[src/rtl/branch_predictor.sv]
// rtl/branch_predictor.sv - direct-mapped BTB next-PC predictor with optional 2-bit counters
// Define BP_COUNTER_EN for per-entry saturating counters; otherwise every BTB hit predicts taken.
module branch_predictor #(
  parameter int ADDR_W     = 32,
  parameter int INDEX_BITS = 6
) (
  input  logic              clk,
  input  logic              rst,
  input  logic [ADDR_W-1:0] pc_i,
  output logic [ADDR_W-1:0] pred_pc_o,
  output logic              pred_taken_o,
  input  logic              upd_valid_i,
  input  logic [ADDR_W-1:0] upd_pc_i,
  input  logic              upd_taken_i,
  input  logic [ADDR_W-1:0] upd_target_i
);

  localparam int ENTRIES = 1 << INDEX_BITS;
  localparam int TAG_W   = ADDR_W - INDEX_BITS - 2;

  logic [ENTRIES-1:0] valid_q;
  logic [TAG_W-1:0]   tag_q    [ENTRIES];
  logic [ADDR_W-1:0]  target_q [ENTRIES];
`ifdef BP_COUNTER_EN
  logic [1:0]         ctr_q    [ENTRIES];
`endif

  logic [INDEX_BITS-1:0] lk_idx;
  logic [TAG_W-1:0]      lk_tag;
  logic                  lk_hit;
  logic [INDEX_BITS-1:0] upd_idx;
  logic [TAG_W-1:0]      upd_tag;
  logic                  upd_hit;
  logic                  unused_pc_lsbs;

  assign lk_idx  = pc_i[INDEX_BITS+1:2];
  assign lk_tag  = pc_i[ADDR_W-1:INDEX_BITS+2];
  assign lk_hit  = valid_q[lk_idx] && (tag_q[lk_idx] == lk_tag);
  assign upd_idx = upd_pc_i[INDEX_BITS+1:2];
  assign upd_tag = upd_pc_i[ADDR_W-1:INDEX_BITS+2];
  assign upd_hit = valid_q[upd_idx] && (tag_q[upd_idx] == upd_tag);
  assign unused_pc_lsbs = ^{pc_i[1:0], upd_pc_i[1:0]};

  always_comb begin
`ifdef BP_COUNTER_EN
    pred_taken_o = lk_hit && ctr_q[lk_idx][1];
`else
    pred_taken_o = lk_hit;
`endif
    pred_pc_o = pred_taken_o ? target_q[lk_idx] : pc_i + ADDR_W'(4);
  end

  // Valid bits and counters are the only state that reset must define.
  always_ff @(posedge clk) begin
    if (rst) begin
      valid_q <= '0;
`ifdef BP_COUNTER_EN
      for (int i = 0; i < ENTRIES; i++) ctr_q[i] <= 2'b01;
`endif
    end else if (upd_valid_i) begin
      if (upd_hit) begin
`ifdef BP_COUNTER_EN
        if (upd_taken_i) begin
          if (ctr_q[upd_idx] != 2'b11) ctr_q[upd_idx] <= ctr_q[upd_idx] + 2'b01;
        end else begin
          if (ctr_q[upd_idx] != 2'b00) ctr_q[upd_idx] <= ctr_q[upd_idx] - 2'b01;
        end
`else
        if (!upd_taken_i) valid_q[upd_idx] <= 1'b0;
`endif
      end else if (upd_taken_i) begin
        valid_q[upd_idx] <= 1'b1;
`ifdef BP_COUNTER_EN
        ctr_q[upd_idx]   <= 2'b10;
`endif
      end
    end
  end

  // Any taken resolution writes tag and target: a hit rewrites the same tag, a miss allocates.
  always_ff @(posedge clk) begin
    if (!rst && upd_valid_i && upd_taken_i) begin
      tag_q[upd_idx]    <= upd_tag;
      target_q[upd_idx] <= upd_target_i;
    end
  end

endmodule
[config.mk]
export PLATFORM = sky130hd
export DESIGN_NAME = branch_predictor
export DESIGN_NICKNAME = d
export VERILOG_FILES = /design/src/rtl/branch_predictor.sv
export SDC_FILE = /design/constraint.sdc
export NUM_CORES = 2
export LEC_CHECK = 0
export CAP_MARGIN = 10
export CORE_MARGIN = 2
export CORE_UTILIZATION = 35
export DETAILED_ROUTE_END_ITERATION = 7
export PLACE_DENSITY_LB_ADDON = 0.1
export SYNTH_ARGS = -nofsm -noshare
export SYNTH_HDL_FRONTEND = slang
export SYNTH_SLANG_ARGS = --single-unit
export TNS_END_PERCENT = 5
[constraint.sdc]
create_clock -name clk -period 9.56 [get_ports clk]
set_input_delay 1.912 -clock clk [delete_from_list [all_inputs] [get_ports clk]]
set_output_delay 1.912 -clock clk [all_outputs]
set_load 0.02 [all_outputs]
-- Yosys cells after proc, flatten, opt, wreduce, memory -nomap -nowiden
Memory sizes are Yosys's and may differ from the RTL's.
Cells that the tools add are included.
- divide/modulo/power cells: 0
- shift-type cells: 0
- equality and inequality tests: 3
- magnitude comparators: 3
- bitwise operators: 3
- muxes and demuxes: 12
- reductions and logical operators: 8
- $mul: 0
- add/subtract/negate cells: 1
- operators by type and width (operator ; count):
    64-bit 2-to-1 mux ; 3
    64-bit bitwise AND ; 1
    64-bit NOT ; 1
    64-bit bitwise OR ; 1
    24-bit == test ; 2
    32-bit by 3-bit adder with 32-bit output (second input constant) ; 1
    32-bit 2-to-1 mux ; 1
    6-bit by 7-bit less-than comparator with 1-bit output (second input constant) ; 2
    1-bit binary-select mux with 6-bit select ; 2
    1-bit demux with 6-bit select ; 1
    6-bit by 1-bit >= comparator with 1-bit output (second input constant) ; 1
    1-bit logical AND ; 5
    1-bit 2-to-1 mux ; 5
    3-bit AND reduction ; 1
    2-bit != test (second input constant) ; 1
    2-bit nonzero test ; 1
    1-bit zero test ; 1
- logic and storage cells: 33
- ROM bits: 0
- output and inout port bits: 33
- latch bits: 0
- memories: 2
- flip-flop bits (word level): 64
- bits in writable memories: 3584
- memories (name ; depth ; width ; read ports ; clocked after Yosys merged registers in ; wr ports ; line ; RTL):
    target_q ; 64 ; 32 ; 1 ; 0 ; 1 ; 23 ; logic [ADDR_W-1:0] target_q [ENTRIES];
    tag_q ; 64 ; 24 ; 2 ; 0 ; 1 ; 22 ; logic [TAG_W-1:0] tag_q [ENTRIES];

-- Logic depth before layout (Yosys ltp)
- depth after elaboration: 8
- mapped depth: 19
- gate-level depth less buffers: 11

-- Least setup slack after synthesis
OpenSTA, ideal clock, no wires.
- kind: in2out
- start: input port pc_i[3]
- end: output port pred_pc_o[10]
- cell stages on the path: 12
- path buffers: 8
- data arrival time: 5.897 ns
- setup slack: 1.751 ns
- cell sequence: buf_4 -> clkbuf_1 -> buf_2 -> buf_1 -> buf_2 -> buf_1 -> clkbuf_1 -> clkbuf_1 -> mux4_2 -> mux4_2 -> mux4_2 -> mux2_1
- word-level cells in the longest chain between the ends: 4
- ends and longest elaborated chain (what ; line ; RTL):
    start: declaration ; 9 ; input logic [ADDR_W-1:0] pc_i,
    memory read 64 x 24 bit / 1-bit binary-select mux with 6-bit select (equally long branches) ; - ;
    24-bit == test / 1-bit 2-to-1 mux (equally long branches) ; 38 ; assign lk_hit = valid_q[lk_idx] && (tag_q[lk_idx] == lk_tag);
    1-bit logical AND ; 38 ;
    32-bit 2-to-1 mux (*) ; 50 ; pred_pc_o = pred_taken_o ? target_q[lk_idx] : pc_i + ADDR_W'(4);
    end: declaration ; 10 ; output logic [ADDR_W-1:0] pred_pc_o,
Mark *: on every way between the ends. The rest lies on a longest branch, timed or not. The select of a mux whose other input is x is not followed.

-- Final worst setup path
- start: input port pc_i[2]
- end: output port pred_pc_o[18]
The elaborated chain is that of the path after synthesis.

==> key figures <==
Die
  – Die ar.: 445,000 µm²
  – Die Span Y: 667 µm
  – Initial Util: 35.1%
  – Chip Width: 667 µm
  – Core area: 438,000 µm²
  – Rows: 243
  – I/O Pins: 133

Timing
  – Unrepaired setup endpoints after global routing: false
  – Final setup violation count: 0
  – Tmin final: 9390 ps
  – Fmax: 107 MHz
  – Max-slew violation count: 0
  – Hold Vio Cnt, Final: 0
  – Slew HR: 6.26%
  – Fin Hold WS: 493 ps
  – Setup_tns: 0 ps
  – Final setup margin: 171 ps
  – Actual slew at the worst max-slew pin: 1410 ps
  – Worst Skew: 55.1 ps
  – Tcrit/Tclk final: 98.2%

Global route
  – Grt ovf: 0
  – Layer carrying the most global-route usage: met2
  – Vias in the first global route: 86,800
  – Met3 GRT Util: 4.62%
  – M2 GR Usage: 41.4%
  – M1 GR Usage: 35.9%
  – First-pass GRT wire length: 788,000 µm
  – Total GRT Usage: 26.1%
  – Initial antenna violation count: 60
  – Largest net degree at the start of global routing: 93

Placement
  – Placed Cells incl. Taps: 13,000
  – Setup slack at placement: 315 ps
  – Post-DP HPWL: 334,000 µm
  – PortBufs: 130
  – Gp weighted congestion: 0.860

Synthesis
  – Netlist cell types: 81
  – Post-synth design cell area: 154,000 µm²
  – Top_reg_cell synth: edfxtp_1
  – Synth async-reset ratio: 0%
  – Sequential share of the synthesized area: 70.8%
  – Yosys reg bits: 3,648
  – Syn_nets: 7,380
  – Mapped Cells: 7,279
  – YS warnings: 0
  – Synth Area per Inst: 21.1 µm²
  – EDFF count, synth: 3,584

Detailed routing
  – Vias: 86,400
  – Routed Antenna Nets: 0
  – WL/cell: 42.7 µm
  – DRC: 0
  – Detailed Route Iter0 Violations: 12,500
  – Drt total wl: 590,000 µm
  – Routed vias/inst: 6.25
  – Detailed Routing Iterations Pass 1: 8

CTS
  – CTS tree: built
  – Clock Latency Late Sink: 1010 ps
  – Post-CTS resize count: 0
  – Reg clk slew, reported paths: 60 ps
  – TritonCTS buffer count: 413
  – Hold buffers post-CTS: 0
  – Post-CTS setup buffers: 0
  – Clock Path Buffers: 4
  – CTS Sinks: 3,648
  – H-Tree Depth: 5
  – CTS Root Cell: clkbuf_16

Worst setup path
  – CP Capture Type: output pin
  – Setup CP Type: in2out
  – Worst Path Required: 7650 ps
  – CP Max Fanout: 50
  – Worst Setup Start Kind: input pin
  – CP Data Arrival Time: 7480 ps

Power and ir drop
  – Leakage: 55.1 nW
  – PD cells: 201 nW/µm²
  – Peak VDD IR: 0.000161 V

Final layout
  – Final Core Density: 40.6%
  – Layout area overhead: 15.6%
  – Final Non-Filler Cells: 13,800
  – Share of cells above drive strength 1: 32.2%
  – Fillers: 38,600
  – Nets: 7,802

Outcome
  – Status: finished, final reports clean

Hold path
  – Hold Crit Class: reg2reg

Flow run
  – Max Cap Viol: 0
[per-stage QoR]
step	cell area (µm²)	total power [mW]
2_1_floorplan	154000	19.2
3_3_place_gp	164000	20.3
3_5_place_dp	164000	20.3
4_1_cts	178000	36.1
5_1_grt	178000	36.8
6_report	178000	35.8
[layout by cell type, fill, tap and decap left out, types with 29 or more instances in the layout]
cell,instances
o22ai_1,84
a221o_1,29
clkbuf_16,416
a21oi_1,89
mux4_2,1276
a22o_1,32
a22oi_1,148
clkdlybuf4s50_1,42
bufinv_16,41
nand2_1,137
a211oi_1,30
o31ai_1,46
nor2_1,60
nor2_4,68
dfxtp_1,64
buf_4,349
edfxtp_1,3584
nand3_1,50
clkinv_2,74
a221oi_1,126
buf_2,57
o21ai_0,57
mux2_2,122
xnor2_1,45
mux2i_1,266
clkbuf_1,91
o311ai_1,56
clkinv_1,104
buf_12,91
[worst paths after layout]
kind / startpoint / endpoint / slack (ps) / cells after the start
max: pc_i[2] / pred_pc_o[18] / 170 / 15
min reg2reg: register / register / 490 / 2
max reg2reg: tag_q[19][11] / register / 4420 / 13
min: register / register / 490 / 2
[sequential cells by signal (all words and copies together) (netlist names), named ones only]
register,flops
target_q,2048
tag_q,1536
[metal layers]
| metal | share of wire [%] | routed length, µm |
|---|---|---|
| met4 | 4.5 | 26400 |
| met1 | 41 | 241000 |
| met2 | 47 | 276000 |
| met3 | 7.9 | 46400 |
| met5 | 0.015 | 90 |
[layout make-up]
cell class                      instances  area, µm²  area share (%)
Antenna cell                           18       45.0          0.0253
Clock buffer                          508      10800            6.05
Clock inverter                        260       2670            1.50
Inverter                                7       32.5          0.0183
Multi-Input combinational cell       3080      42900            24.1
Sequential cell                      3648     109000            61.2
Tap cell                             5757       7200            4.05
Timing Repair Buffer                  551       5370            3.02
[report_power, final]
part / switching [mW] / internal [mW]
Sequential: 0.0116 / 17.6
Combinational: 1.48 / 0.873
Clock: 6.72 / 9.13
[synthesized netlist by cell type (all sizes together) (67+ instances only)]
library cell | instances | area [µm²]
a21oi | 89 | 445
a221oi | 126 | 1100
a22oi | 148 | 1110
buf | 312 | 1800
clkbuf | 232 | 872
edfxtp | 3584 | 108000
mux2 | 139 | 1570
mux2i | 266 | 2660
mux4 | 1276 | 28700
nand2 | 140 | 528
nor2 | 132 | 498
o21ai | 67 | 335
o22ai | 84 | 526
[cell families after synthesis]
kind of cell             Yosys count  synth area share, %
AND/OR/NAND/NOR                  483                 1.52
multiplexers                    1681                 21.4
AO/OA/AOI/OAI                    844                 4.10
XOR/XNOR                          71                0.404
flip-flops                      3648                 70.8
buffers and inverters            551                 1.76
adder cells (fa/ha/maj)            1              0.00813
[worst max-delay path, stage by stage]
cell and delay, ps:
buf_16 270, buf_12 290, buf_12 390, mux4_2 580
mux4_2 510, mux2i_1 180, a21oi_1 270, or2_2 360
a21oi_1 600, buf_4 230, and4_1 210, nand4_1 150
buf_12 280, mux2_1 440, clkdlybuf4s50_1 580
(Power assumes the default switching activity.)
